[src/rtl/bus_arb_pkg.sv]
// -----------------------------------------------------------------------------
// bus_arb_pkg
// Shared definitions for the round-robin bus arbiter slice.
//   arb_state_e    : arbiter state (IDLE between grants, BURST while locked)
//   DEFAULT_DATA_W : default beat width, matches the bus_if data width
//   safe_clog2()   : index width helper that never returns 0
// -----------------------------------------------------------------------------
package bus_arb_pkg;

  typedef enum logic {
    IDLE  = 1'b0,
    BURST = 1'b1
  } arb_state_e;

  localparam int DEFAULT_DATA_W = 8;

  // $clog2(1) is 0, which would give a zero-width index; clamp to 1 bit.
  function automatic int safe_clog2(input int n);
    return (n <= 1) ? 1 : $clog2(n);
  endfunction

endpackage

[src/rtl/rr_picker.sv]
// -----------------------------------------------------------------------------
// rr_picker
// Combinational find-first-set starting at a rotating pointer.
//   req     : request vector, one bit per requester
//   ptr     : search start position (wraps modulo NUM_REQ)
//   pick    : index of the first set request at or after ptr
//   any_req : high when at least one request bit is set
// -----------------------------------------------------------------------------
module rr_picker
  import bus_arb_pkg::*;
#(
  parameter int NUM_REQ = 4,
  parameter int IDX_W   = safe_clog2(NUM_REQ)
) (
  input  logic [NUM_REQ-1:0] req,
  input  logic [IDX_W-1:0]   ptr,
  output logic [IDX_W-1:0]   pick,
  output logic               any_req
);

  logic [IDX_W-1:0] idx;

  // Scan from the farthest offset back toward ptr so the closest hit
  // (smallest offset) is the one left standing.
  always_comb begin
    pick    = ptr;
    any_req = 1'b0;
    idx     = '0;
    for (int k = NUM_REQ - 1; k >= 0; k--) begin
      idx = IDX_W'((int'(ptr) + k) % NUM_REQ);
      if (req[idx]) begin
        pick    = idx;
        any_req = 1'b1;
      end
    end
  end

endmodule

[src/rtl/bus_rr_arbiter.sv]
// -----------------------------------------------------------------------------
// bus_rr_arbiter
// Round-robin arbiter sharing one valid/ready bus among NUM_REQ senders.
// A grant is locked for a burst (until the last beat or MAX_BURST beats) and
// beats are forwarded through a single registered output stage.
//   clk, rst_n               : clock, asynchronous active-low reset
//   req_valid/data/last      : per-requester beat inputs (data packed by index)
//   req_ready                : per-requester beat accepted
//   out_valid/data/last      : registered output beat toward the receiver
//   out_ready                : downstream ready
//   grant_id                 : current or most recent grantee
//   busy                     : high while a grant is held
// -----------------------------------------------------------------------------
module bus_rr_arbiter
  import bus_arb_pkg::*;
#(
  parameter  int NUM_REQ   = 4,
  parameter  int DATA_W    = DEFAULT_DATA_W,
  parameter  int MAX_BURST = 8,
  localparam int IDX_W     = safe_clog2(NUM_REQ),
  localparam int CNT_W     = $clog2(MAX_BURST) + 1
) (
  input  logic                      clk,
  input  logic                      rst_n,
  input  logic [NUM_REQ-1:0]        req_valid,
  input  logic [NUM_REQ*DATA_W-1:0] req_data,
  input  logic [NUM_REQ-1:0]        req_last,
  output logic [NUM_REQ-1:0]        req_ready,
  output logic                      out_valid,
  output logic [DATA_W-1:0]         out_data,
  output logic                      out_last,
  input  logic                      out_ready,
  output logic [IDX_W-1:0]          grant_id,
  output logic                      busy
);

  arb_state_e         state_q, state_d;
  logic [IDX_W-1:0]   grant_q, grant_d;
  logic [IDX_W-1:0]   rr_ptr_q, rr_ptr_d;
  logic               busy_q, busy_d;
  logic [CNT_W-1:0]   beat_cnt_q, beat_cnt_d;
  logic               out_valid_q, out_valid_d;
  logic [DATA_W-1:0]  out_data_q, out_data_d;
  logic               out_last_q, out_last_d;

  logic [IDX_W-1:0]   pick;
  logic               any_req;
  logic               g_valid;
  logic               g_last;
  logic [DATA_W-1:0]  g_data;
  logic               out_free;
  logic               accept;
  logic [NUM_REQ-1:0] req_ready_c;

  rr_picker #(
    .NUM_REQ (NUM_REQ),
    .IDX_W   (IDX_W)
  ) u_picker (
    .req     (req_valid),
    .ptr     (rr_ptr_q),
    .pick    (pick),
    .any_req (any_req)
  );

  // Signals of the currently granted requester.
  always_comb begin
    g_valid = req_valid[grant_q];
    g_last  = req_last[grant_q];
    g_data  = req_data[int'(grant_q) * DATA_W +: DATA_W];
  end

  // The output register can take a new beat if it is empty or draining now.
  assign out_free = !out_valid_q || out_ready;

  // Next-state logic. The output drain is evaluated first so that a beat
  // accepted in the same cycle overrides the clear.
  always_comb begin
    state_d     = state_q;
    grant_d     = grant_q;
    rr_ptr_d    = rr_ptr_q;
    busy_d      = busy_q;
    beat_cnt_d  = beat_cnt_q;
    out_valid_d = out_valid_q;
    out_data_d  = out_data_q;
    out_last_d  = out_last_q;
    req_ready_c = '0;
    accept      = 1'b0;

    if (out_valid_q && out_ready) begin
      out_valid_d = 1'b0;
    end

    case (state_q)
      IDLE: begin
        if (any_req) begin
          state_d    = BURST;
          grant_d    = pick;
          busy_d     = 1'b1;
          beat_cnt_d = '0;
        end
      end
      BURST: begin
        req_ready_c[grant_q] = out_free;
        accept = g_valid && out_free;
        if (accept) begin
          out_valid_d = 1'b1;
          out_data_d  = g_data;
          out_last_d  = g_last;
          beat_cnt_d  = beat_cnt_q + CNT_W'(1);
          // Release on the sender's last beat or when the burst cap is hit;
          // out_last is passed through untouched in the cap case.
          if (g_last || (beat_cnt_q == CNT_W'(MAX_BURST - 1))) begin
            state_d  = IDLE;
            busy_d   = 1'b0;
            rr_ptr_d = (grant_q == IDX_W'(NUM_REQ - 1)) ? '0 : grant_q + IDX_W'(1);
          end
        end
      end
      default: state_d = IDLE;
    endcase
  end

  always_ff @(posedge clk or negedge rst_n) begin
    if (!rst_n) begin
      state_q     <= IDLE;
      grant_q     <= '0;
      rr_ptr_q    <= '0;
      busy_q      <= 1'b0;
      beat_cnt_q  <= '0;
      out_valid_q <= 1'b0;
      out_data_q  <= '0;
      out_last_q  <= 1'b0;
    end else begin
      state_q     <= state_d;
      grant_q     <= grant_d;
      rr_ptr_q    <= rr_ptr_d;
      busy_q      <= busy_d;
      beat_cnt_q  <= beat_cnt_d;
      out_valid_q <= out_valid_d;
      out_data_q  <= out_data_d;
      out_last_q  <= out_last_d;
    end
  end

  assign req_ready = req_ready_c;
  assign out_valid = out_valid_q;
  assign out_data  = out_data_q;
  assign out_last  = out_last_q;
  assign grant_id  = grant_q;
  assign busy      = busy_q;

endmodule
[config.mk]
export PLATFORM = sky130hd
export DESIGN_NAME = bus_rr_arbiter
export DESIGN_NICKNAME = d
export VERILOG_FILES = /design/src/rtl/bus_arb_pkg.sv /design/src/rtl/rr_picker.sv /design/src/rtl/bus_rr_arbiter.sv
export SDC_FILE = /design/constraint.sdc
export NUM_CORES = 1
export LEC_CHECK = 0
export CORE_MARGIN = 2
export CORE_UTILIZATION = 40
export CTS_BUF_LIST = sky130_fd_sc_hd__clkbuf_4 sky130_fd_sc_hd__clkbuf_8
export DETAILED_ROUTE_END_ITERATION = 8
export DONT_BUFFER_PORTS = 1
export PLACE_DENSITY = 0.53
export SLEW_MARGIN = 20
export SYNTH_ARGS = -nofsm -noshare
export SYNTH_HDL_FRONTEND = slang
export SYNTH_HIERARCHICAL = 1
export SYNTH_SLANG_ARGS = --single-unit
export TNS_END_PERCENT = 100
[constraint.sdc]
create_clock -name clk -period 1.6 [get_ports clk]
set_input_delay 0.32 -clock clk [delete_from_list [all_inputs] [get_ports clk]]
set_output_delay 0.32 -clock clk [all_outputs]
set_load 0.005 [all_outputs]
# Word-level counts from Yosys, hierarchy flattened
# Index checks and enable logic that the tools add are counted.
# classes
add_sub_neg	5
magnitude_cmp	6
n_eq_ne	5
n_shift	1
muxes	38
n_bitwise	2
n_reduce_logical	11
# op_table
operator	count
indexed part select 32 x 6 -> 8 bit	1
2-to-1 mux 1 bit	20
less-than comparator 2 x 3 -> 1 bit (second input constant)	5
binary-select mux 1 bit (select 2 bit)	6
2-to-1 mux 4 bit	3
2-to-1 mux 2 bit	5
one-hot mux 4 bit (2 select lines)	1
AND reduction 2 bit	3
AND reduction 3 bit	2
adder 2 x 1 -> 2 bit (second input constant)	2
adder 2 bit (second input constant)	2
adder 4 x 1 -> 4 bit (second input constant)	1
AND 4 bit	1
== test 4 x 3 -> 1 bit (second input constant)	1
!= test 2 x 1 -> 1 bit (second input constant)	2
one-hot mux 1 bit (2 select lines)	2
logical AND 1 bit	3
demux 1 bit (select 2 bit)	1
== test 2 bit (second input constant)	1
greater-or-equal comparator 2 x 1 -> 1 bit (second input constant)	1
logical OR 1 bit	2
!= test 2 bit (second input constant)	1
zero test 1 bit	1
NOT 1 bit	1
# word_totals
ff_bits	20
in_bits	43
output_inout_bits	17
word_cells	76

# Depth between registers and ports, before layout
# logic_depth
ltp_word	9
depth_mapped	5
mapped_depth_nobuf	5

# By module
# The synthesis kept the hierarchy.
# by_module_without_submodules
module	instances	cells_per_inst	area_each_um2
bus_rr_arbiter	1	84	1201.2
rr_picker	1	16	100.1

# Least setup slack after synthesis
# OpenSTA, ideal clock, no wires.
# synth_path
kind	reg2reg
from	register grant_q[0], in the netlist grant_id[0]
to	register out_data_q[0], in the netlist out_data[0]
setup_ns	0.125
arrival_time_ns	1.657
required_ns	1.475
setup_slack_ns	-0.182
path_stages_with_launch	5
period_less_slack_ns	1.782
path_cell_list	dfrtp_1 -> mux4_2 -> nand3_4 -> buf_6 -> mux2_4
# synth_between
elab_chain_len	4
# synth_rtl
item	line	rtl
from (decl)	bus_rr_arbiter.sv:38	logic [IDX_W-1:0] grant_q, grant_d;
from (signal assigned)	bus_rr_arbiter.sv:135	grant_q <= grant_d;
branches (longest 4 deep; another with indexed part select 32 x 6 -> 8 bit)	n/a	
to (signal assigned)	bus_rr_arbiter.sv:140	out_data_q <= out_data_d;
to (decl)	bus_rr_arbiter.sv:43	logic [DATA_W-1:0] out_data_q, out_data_d;
# Several ways; the timed one is not identified. The select of a mux whose other input is x is not followed.
# A chain may end at the register's enable or synchronous reset.

# Worst setup path in the final report
# layout_path
from	register grant_q[0], in the netlist grant_id[0]
to	register out_data_q[5], in the netlist out_data[5]
# Same word-level chain as after synthesis.

==> flow_metrics.tcl <==
set metrics [dict create \
    netlist_area_um2 1300 \
    fp.dieArea_um2 3730 \
    yosysTopAreaCellShare_pct 38.5 \
    ant_nets 0 \
    fin_crit_sh_pct 105 \
    end_kind "register" \
    die-width_um 61.0 \
    vias 919 \
    clock_path_buffers 2 \
    finalHoldViolations 0 \
    synth_area_leader_cell "dfrtp_1" \
    viasPerCell 5.71 \
    worst_pin_slew_ps 920 \
    gp_congestion 0.835 \
    peakVddDrop_mv 0.883 \
    cts_root_buf "clkbuf_4" \
    yosys_warnings 6 \
    place.detailed.hpwl_mm 2.24 \
    hold_path.class "input pin to register" \
    ys_seq_elements 20 \
    n_antenna_cell 0 \
    layout.cells.non_filler 161 \
    worstPathMaxFanout 6 \
    die_y_um 61.0 \
    cts_tree "yes" \
    drt-pass1-iter-count 4 \
    stdcell_area_um2 1620 \
    drc_errors 0 \
    seq_area_frac_synth_pct 38.5 \
    area_growth_pct 24.5 \
    p_total_mw 3.19 \
    syn_area_per_cell_um2 13.0 \
    critPathKind "register to register" \
    status "finished, violations left" \
    io_pins 60 \
    cts_sinks 20 \
    finalSetupViolCount 16 \
    finalClockSkew_ps 6.56 \
    port_buffers 0 \
    critPathTopFamily "multiplexers" \
    layout_common_cells "dfrtp_1 (17), buf_4 (13), mux2_4 (11), mux4_2 (9), nand2_1 (7)" \
    p_leak_nw 0.726 \
    start_util_pct 42.3 \
    synth_fp_nets 148 \
    antenna_found_initial 0 \
    cp_num_buf_inv 0 \
    netlist_instances 100 \
    ys_types 35 \
    cp.arrival_ps 1880 \
    post-route-util_pct 52.6 \
    rsz0062_at_grt "yes" \
    final_nets 166 \
    rows 20 \
    cts.clk_slew.worst_paths_ps 110 \
    layout_min_cycle_time_ps 1680 \
    routed_wl_mm 2.95 \
    clkLatencyLatePin_ps 300 \
    grt_max_degree 21 \
    cts_buffers 3 \
    drt-initial-drc-count 14 \
    fmax_mhz 596 \
    grt_pass1_wl_mm 4.26 \
    timing.final.max_slew_violations 0 \
    startpoint_type "register" \
    drive_gt1_share_pct 52.1 \
    dpl_cell_area_um2 1410 \
    cp_cell_sequence "mux4_2 -> nand3_2 -> mux2_4" \
    grt_overflow_total 0 \
    slowest_delay_ps 630 \
    synth.area.top_cells "dfrtp_1 (38%), mux4_2 (16%), mux2_4 (6.9%), ha_1 (4.8%), mux2_2 (3.5%)" \
    htreeDepth 1 \
    relSlewSlack_pct 38.5 \
    cp_slowest_cell "mux4_2" \
    failed_checks "negative setup slack" \
    first_global_vias 849 \
    grt.total_usage_pct 16.0 \
    dp_slack_ps -83.9 \
    timing.max_cap.violations 0 \
    powerDensity_nw_per_um2 1970 \
    wl_per_cell_um 18.3 \
    layout_commonest_cell "dfrtp_1" \
    r2r_slack_ps -80 \
    nFillCells 263 \
    layout_setup_ws_ps -78.7 \
    required_ps 1800 \
    placed_cells 149 \
    design.core.area_um2 3080 \
]
==> worst reg2reg max path: stages, from the launching register on <==
cell	delay [ps]
dfrtp_2	430
mux4_2	630
nand3_2	210
mux2_4	320
==> synth_stat cells <==
cell,count
dfrtp_1,20
mux4_2,9
nand2_1,7
mux2_4,6
ha_1,5
inv_1,5
and3_1,4
mux2_2,4
nor2_1,4
mux2_1,3
mux2i_1,3
and2b_2,2
and3b_1,2
clkbuf_1,2
nand2b_1,2
o21a_1,2
o21ai_0,2
a21oi_1,1
a2bb2oi_1,1
a311o_1,1
a41oi_1,1
and2b_1,1
and4_1,1
buf_1,1
buf_2,1
buf_6,1
mux4_1,1
nand3_1,1
nand3_4,1
nor2b_1,1
nor3_1,1
o2111ai_2,1
o221a_2,1
or4_1,1
xor2_1,1
==> registers in the layout (all words and copies together) (netlist names) <==
signal and count:
rr_ptr_q 2, beat_cnt_q 4, busy 1, out_valid 1, out_data 8, state_q 1
grant_id 2, out_last 1
==> power by group <==
group | internal (mW) | switching (mW)
combinational | 1.14 | 0.735
clock | 0.139 | 0.150
sequential | 0.768 | 0.259
total | 2.05 | 1.15
==> worst paths after layout <==
kind / from / endpoint / cells after the start
worst max-delay path: grant_id[0] / out_data[5] / 3
worst min-delay path: req_valid[1] / state_q / 3
worst max register to register: grant_id[0] / out_data[5] / 3
worst min register to register: beat_cnt_q[0] / beat_cnt_q[0] / 1
max in group asynchronous: rst_n / grant_id[1] / 1
min in group asynchronous: rst_n / busy / 1
==> per-layer routing <==
layer | vias to the layer above | share of wire (%) | GRT usage, % | wire length (um)
li1 | 412 | - | - | -
met1 | 465 | 41 | 20.1 | 1200
met2 | 38 | 51 | 26.1 | 1490
met3 | 4 | 8.1 | 6.30 | 238
met4 | 0 | 0.64 | 3.73 | 19
met5 | - | 0 | 0 | 0
==> metrics by stage <==
stage | hold slack, ps | setup TNS, ps
6_report | 296 | -894
3_3_place_gp | 24.9 | -223
4_1_cts | 279 | -660
2_1_floorplan | 24.4 | -631
5_1_grt | 294 | -1820
3_5_place_dp | 25.1 | -670
==> logic make-up after synthesis <==
kind of cell	Yosys count	synth area share, %
and+or+nand+nor	28	13.2
muxes	26	32.9
DFF	20	38.5
AOI/OAI and AO/OA	10	6.44
buffers and inverters	10	3.56
adders and majority gates	5	4.81
xor gates and xnor gates	1	0.673
==> cell type report <==
| type | count | area, um^2 | area share, % |
|---|---|---|---|
| clock buffer | 4 | 36.3 | 2.24 |
| inverter | 5 | 23.8 | 1.47 |
| multi-input combinational | 71 | 860 | 53.1 |
| sequential | 20 | 504 | 31.1 |
| tap | 44 | 55.1 | 3.40 |
| timing repair buffer | 17 | 141 | 8.73 |
==> what timing repair did <==
action                                  4_1_cts  5_1_grt
gates cloned                                  1        0
hold endpoints to repair                     20        0
setup buffers                                 2        4
endpoints found under the setup margin       18       19
hold buffers                                  1        0
pin swaps                                     1        2
gates resized for setup                       6       21
Power figures use the tool's default switching activity.
